File: src/rtl/systolic_feeder.sv
// systolic_feeder: loads a tile of weight rows into a ROWS x COLS systolic array,
// then streams input vectors onto the west edge with a per-row skew of r cycles.
//
// Ports:
//   clk, rst                    clock, asynchronous active-high reset
//   w_data/w_valid/w_ready      weight-row beats, column c in [c*DATA_W +: DATA_W]
//   x_data/x_valid/x_ready      input vectors, row r in [r*DATA_W +: DATA_W]
//   x_last                      marks the final vector of a tile
//   pe_weight_out/pe_accept_w_out  weight row and accept strobe to the column tops
//   pe_input_out/pe_valid_out/pe_switch_out  skewed west-edge data and strobes
//   tile_done                   one-cycle pulse in the final drain cycle
//   perf_tiles/perf_bubbles     saturating counters, present only when
//                               SYSTOLIC_FEEDER_PERF_EN is defined
module systolic_feeder #(
  parameter int unsigned ROWS   = 2,
  parameter int unsigned COLS   = 2,
  parameter int unsigned DATA_W = 16
) (
  input  logic                     clk,
  input  logic                     rst,
  input  logic [COLS*DATA_W-1:0]   w_data,
  input  logic                     w_valid,
  output logic                     w_ready,
  input  logic [ROWS*DATA_W-1:0]   x_data,
  input  logic                     x_valid,
  output logic                     x_ready,
  input  logic                     x_last,
  output logic [COLS*DATA_W-1:0]   pe_weight_out,
  output logic [COLS-1:0]          pe_accept_w_out,
  output logic [ROWS*DATA_W-1:0]   pe_input_out,
  output logic [ROWS-1:0]          pe_valid_out,
  output logic [ROWS-1:0]          pe_switch_out,
  output logic                     tile_done
`ifdef SYSTOLIC_FEEDER_PERF_EN
  ,
  output logic [31:0]              perf_tiles,
  output logic [31:0]              perf_bubbles
`endif
);

  localparam int unsigned BEAT_W    = $clog2(ROWS + 1);
  localparam int unsigned DRAIN_LEN = ROWS + COLS - 1;
  localparam int unsigned DRAIN_W   = $clog2(DRAIN_LEN + 1);
  localparam int unsigned ENT_W     = DATA_W + 2;

  typedef enum logic [1:0] {
    S_IDLE   = 2'd0,
    S_LOAD_W = 2'd1,
    S_STREAM = 2'd2,
    S_DRAIN  = 2'd3
  } state_t;

  state_t                    state_q, state_d;
  logic [BEAT_W-1:0]         beat_q, beat_d;
  logic [DRAIN_W-1:0]        drain_q, drain_d;
  logic                      first_q, first_d;
  logic                      w_ready_q, w_ready_d;
  logic                      x_ready_q, x_ready_d;
  logic                      tile_done_q, tile_done_d;
  logic [COLS*DATA_W-1:0]    weight_q, weight_d;
  logic [COLS-1:0]           accept_q, accept_d;

  logic w_hs;
  logic x_hs;

  assign w_hs = w_valid & w_ready_q;
  assign x_hs = x_valid & x_ready_q;

  // Next-state, counters and registered-output decode
  always_comb begin
    state_d     = state_q;
    beat_d      = beat_q;
    drain_d     = drain_q;
    first_d     = first_q;
    unique case (state_q)
      S_IDLE: begin
        if (w_hs) begin
          beat_d = BEAT_W'(1);
          if (ROWS == 1) begin
            state_d = S_STREAM;
            first_d = 1'b1;
          end else begin
            state_d = S_LOAD_W;
          end
        end
      end
      S_LOAD_W: begin
        if (w_hs) begin
          beat_d = beat_q + BEAT_W'(1);
          if (beat_q == BEAT_W'(ROWS - 1)) begin
            state_d = S_STREAM;
            first_d = 1'b1;
          end
        end
      end
      S_STREAM: begin
        if (x_hs) begin
          first_d = 1'b0;
          if (x_last) begin
            state_d = S_DRAIN;
            drain_d = '0;
          end
        end
      end
      S_DRAIN: begin
        if (drain_q == DRAIN_W'(DRAIN_LEN - 1)) begin
          state_d = S_IDLE;
          beat_d  = '0;
          drain_d = '0;
        end else begin
          drain_d = drain_q + DRAIN_W'(1);
        end
      end
      default: state_d = S_IDLE;
    endcase

    w_ready_d   = (state_d == S_IDLE) || (state_d == S_LOAD_W);
    x_ready_d   = (state_d == S_STREAM);
    tile_done_d = (state_d == S_DRAIN) && (drain_d == DRAIN_W'(DRAIN_LEN - 1));
    weight_d    = w_hs ? w_data : '0;
    accept_d    = w_hs ? '1 : '0;
  end

  always_ff @(posedge clk or posedge rst) begin
    if (rst) begin
      state_q     <= S_IDLE;
      beat_q      <= '0;
      drain_q     <= '0;
      first_q     <= 1'b0;
      w_ready_q   <= 1'b1;
      x_ready_q   <= 1'b0;
      tile_done_q <= 1'b0;
      weight_q    <= '0;
      accept_q    <= '0;
    end else begin
      state_q     <= state_d;
      beat_q      <= beat_d;
      drain_q     <= drain_d;
      first_q     <= first_d;
      w_ready_q   <= w_ready_d;
      x_ready_q   <= x_ready_d;
      tile_done_q <= tile_done_d;
      weight_q    <= weight_d;
      accept_q    <= accept_d;
    end
  end

  // w_ready is held low while reset is asserted and comes up as soon as it releases
  assign w_ready         = w_ready_q & ~rst;
  assign x_ready         = x_ready_q;
  assign tile_done       = tile_done_q;
  assign pe_weight_out   = weight_q;
  assign pe_accept_w_out = accept_q;

  // Per-row skew line of depth r+1; each entry is {switch, valid, data}
  for (genvar r = 0; r < ROWS; r++) begin : g_row
    localparam int unsigned DEPTH = r + 1;

    logic [DATA_W-1:0] row_in;
    logic [ENT_W-1:0]  pipe_q [DEPTH];
    logic [ENT_W-1:0]  pipe_d [DEPTH];

    // Bubbles enter the line as all-zero entries
    assign row_in = x_hs ? x_data[r*DATA_W +: DATA_W] : '0;

    always_comb begin
      pipe_d[0] = {x_hs & first_q, x_hs, row_in};
      for (int unsigned k = 1; k < DEPTH; k++) begin
        pipe_d[k] = pipe_q[k-1];
      end
    end

    always_ff @(posedge clk or posedge rst) begin
      if (rst) begin
        for (int unsigned k = 0; k < DEPTH; k++) begin
          pipe_q[k] <= '0;
        end
      end else begin
        for (int unsigned k = 0; k < DEPTH; k++) begin
          pipe_q[k] <= pipe_d[k];
        end
      end
    end

    assign pe_input_out[r*DATA_W +: DATA_W] = pipe_q[DEPTH-1][DATA_W-1:0];
    assign pe_valid_out[r]                  = pipe_q[DEPTH-1][DATA_W];
    assign pe_switch_out[r]                 = pipe_q[DEPTH-1][DATA_W+1];
  end

`ifdef SYSTOLIC_FEEDER_PERF_EN
  logic [31:0] perf_tiles_q, perf_tiles_d;
  logic [31:0] perf_bubbles_q, perf_bubbles_d;

  // Saturating tile and bubble counters
  always_comb begin
    perf_tiles_d   = perf_tiles_q;
    perf_bubbles_d = perf_bubbles_q;
    if (tile_done_q && (perf_tiles_q != '1)) begin
      perf_tiles_d = perf_tiles_q + 32'd1;
    end
    if ((state_q == S_STREAM) && !x_hs && (perf_bubbles_q != '1)) begin
      perf_bubbles_d = perf_bubbles_q + 32'd1;
    end
  end

  always_ff @(posedge clk or posedge rst) begin
    if (rst) begin
      perf_tiles_q   <= '0;
      perf_bubbles_q <= '0;
    end else begin
      perf_tiles_q   <= perf_tiles_d;
      perf_bubbles_q <= perf_bubbles_d;
    end
  end

  assign perf_tiles   = perf_tiles_q;
  assign perf_bubbles = perf_bubbles_q;
`endif

endmodule

File: config.mk
export PLATFORM = sky130hd
export DESIGN_NAME = systolic_feeder
export DESIGN_NICKNAME = d
export VERILOG_FILES = /design/src/rtl/systolic_feeder.sv
export SDC_FILE = /design/constraint.sdc
export NUM_CORES = 1
export LEC_CHECK = 0
export ABC_AREA = 0
export BUFFER_PORTS_ARGS = -buffer_cell sky130_fd_sc_hd__buf_2
export CAP_MARGIN = 20
export CELL_PAD_IN_SITES_DETAIL_PLACEMENT = 1
export CELL_PAD_IN_SITES_GLOBAL_PLACEMENT = 1
export CORE_ASPECT_RATIO = 1.25
export CORE_MARGIN = 2
export CORE_UTILIZATION = 30
export DETAILED_ROUTE_END_ITERATION = 16
export PLACE_DENSITY_LB_ADDON = 0.2
export SYNTH_ARGS = -nofsm -noshare
export SYNTH_HDL_FRONTEND = slang
export SYNTH_SLANG_ARGS = --single-unit
File: constraint.sdc
create_clock -name clk -period 9.1 [get_ports clk]
set_clock_uncertainty 0.1 [all_clocks]
set_input_delay 1.365 -clock clk [delete_from_list [all_inputs] [get_ports clk]]
set_output_delay 1.365 -clock clk [all_outputs]
set_load 0.02 [all_outputs]
==> impl_results.md <==
- Top-count cell post-synth: dfrtp_1
- Crit-path max FO: 2
- Area Overhead vs Synth: 34.0%
- Synth area leader: dfrtp_1
- R2R depth: 3
- Max clock buf depth: 2
- 1st-iter DRT viols: 39
- Hpwl dp: 4980 um
- Synthesized flop and latch total: 95
- Port Buffers: 141
- Max incr delay on CP: 0.17 ns
- Critical path startpoint category: input port
- Setup CP Type: input port to primary output
- Worst endpoint data arrival time: 1.75 ns
- Worst Max-Slew Pin Slew: 0.885 ns
- CTS H-tree depth: 3
- Via density: 4.38
- CP Data Required Time: 7.64 ns
- Initial core utilization: 30.8%
- Cell family with most CP delay: buffers and inverters
- First-pass GRT wire length: 11000 um
- Yosys top cell area share: 75.9%
- Most frequent cell on the critical path: buf_2
- Drt pass-1 iters: 4
- Maxcap violations: 0
- I/O pin count: 142
- Post-Route WL: 7060 um
- VDD IR-drop max: 0.0968 mV
- Hold-critical path depth: 0
- FILL cells: 1134
- Via count: 2112
- FF+latch area: 2380 um2
- Mean Syn Cell Area: 14.6 um2
- WP depth: 3
- Met2 Usage GRT: 22.8%
- Post-route minimum period: 3.21 ns
- Diode count: 0
- Status: finished, final reports clean
- Grt met3 use: 3.65%
- GPL Wtd Cong: 0.722
- Multi-input logic area: 623 um2
- Post-cts gate resize count: 0
- CTS Root Cell: clkbuf_16
- Slowest cell on crit path: buf_2
- Row count: 41
- Total chip power: 1090 uW
- Primary FF master, synth: dfrtp_1
- CTS tree: done
- Global routing's busiest layer: met2
- Antenna viol nets, final: 0
- Worst-skew pair later-pin latency: 0.33 ns
- Clock buffer count from CTS: 9
- Crit-path cells: buf_2 -> nor2b_1 -> buf_2
- Hold Slack: 0.248 ns
- Post-synth EDFFs: 0
- GRT Overall Usage: 13.1%
- Final Slew Violations: 0
- WL/cell: 14.6 um
- Cell area after synthesis: 3100 um2
- Share of cells above drive strength 1: 45.9%
- Relative slew slack: 41.0%
- Post-CTS Setup Inserts: 0
- Synth top cells by count: 94 x dfrtp_1, 66 x and3_1, 12 x clkbuf_1
- Setup-failing EPs final: 0
- Largest net degree at the start of global routing: 66
- Grt total ovfl: 0
- RSZ-0062 raised after global routing: false
- HP Class: flip-flop to flip-flop
- Hold Buf Count CTS: 0
- Crit. End Element: primary output
- # DRC: 0
- Die width: 94.9 um
- Mapped Nets: 283
- Die ar.: 11200 um2
- Pleak: 0.00255 uW
- Final setup margin: 5.89 ns
- Initial antenna violation count: 0
- Dpl ws: 5.88 ns
- Register area share after synthesis: 76.7%
- CP bufs+invs: 2
- Synth warnings: 0
- Sink Count: 95
- Synthesized netlist cell count: 213
- Setup TNS: 0 ns
- Async set or reset register ratio after synthesis: 100%
- Top cells by area, synth: dfrtp_1 76%, and3_1 13%, clkbuf_1 1.5%
- Clock-pin slew on the worst setup and hold paths: 0.06 ns
- Die Y: 118 um
- Final Hold Viols: 0
- Synth unique cells: 27
- Core area: 10100 um2
- Period utilization: 35.3%
- Final #Nets: 419
- Met1 Use GR: 14.6%
- Final core utilization: 41.3%
- Pwr dens: 263 nW/um2
- Vias in the first global route: 2218
- Fmax: 311 MHz
[placed cells by master, fill, tap and decap left out, types with 2 or more instances in the layout]
cell,Yosys,layout
nor2_1,4,4
dfrtp_1,94,94
a21o_1,2,2
clkinvlp_4,0,2
and3_1,66,66
nand2_1,3,3
a21oi_1,3,3
buf_2,0,141
a22o_1,2,2
and2_1,3,3
o21ai_0,2,2
clkinv_2,0,2
inv_1,3,2
clkbuf_16,0,9
[registers in the layout (all words and copies together), names as in the netlist, 2 cells and up]
signal	flops
g_row.pipe_q	17
pe_weight_out	32
pe_input_out	16
drain_q	2
g_row.pipe_d	17
beat_q	2
state_q	2
[area by class of cell]
class	instances	area share, %
clock inverters	5	0.813
inverters	3	0.331
flip-flops and latches	95	57.3
repair buffers	142	17.2
clock buffers	10	5.51
multi-input cells	98	15.0
well taps	129	3.89
[cell families (layout without fill, tap and decap cells)]
group	Yosys count	count (layout)	synth area share [%]
AOI/OAI and AO/OA	13	13	2.91
buffers and inverters	20	160	3.15
DFF	95	95	76.7
adders and majority gates	1	1	0.404
and+or+nand+nor	84	84	16.8
[worst paths after layout]
check,end,from,slack [ns]
max,w_ready,rst,5.89
min,pe_input_out[26],g_row[1].pipe_d[10],0.25
max reg2reg,drain_q[0],x_ready,7.36
min reg2reg,pe_input_out[26],g_row[1].pipe_d[10],0.25
max in group asynchronous,g_row[1].pipe_d[15],rst,6.84
min in group asynchronous,pe_weight_out[1],rst,0.93
[power breakdown]
group	switching (uW)	internal (uW)	leakage, uW
clock	150	184	0.000125
sequential	61.2	486	0.00128
combinational	122	88.1	0.00114
[routing by layer]
layer  share of wire (%)  vias up
met1                  36     1050
li1                    -      987
met4                 2.1        0
met3                 5.5       11
met2                  56       64
met5                   0        -
[stage by stage]
step	cell area [um2]	cells
2_1_floorplan	3100	213
3_3_place_gp	3890	467
3_5_place_dp	3890	467
4_1_cts	4150	482
5_1_grt	4150	482
6_report	4150	482
No activity file was read; power rests on OpenSTA's default activity.
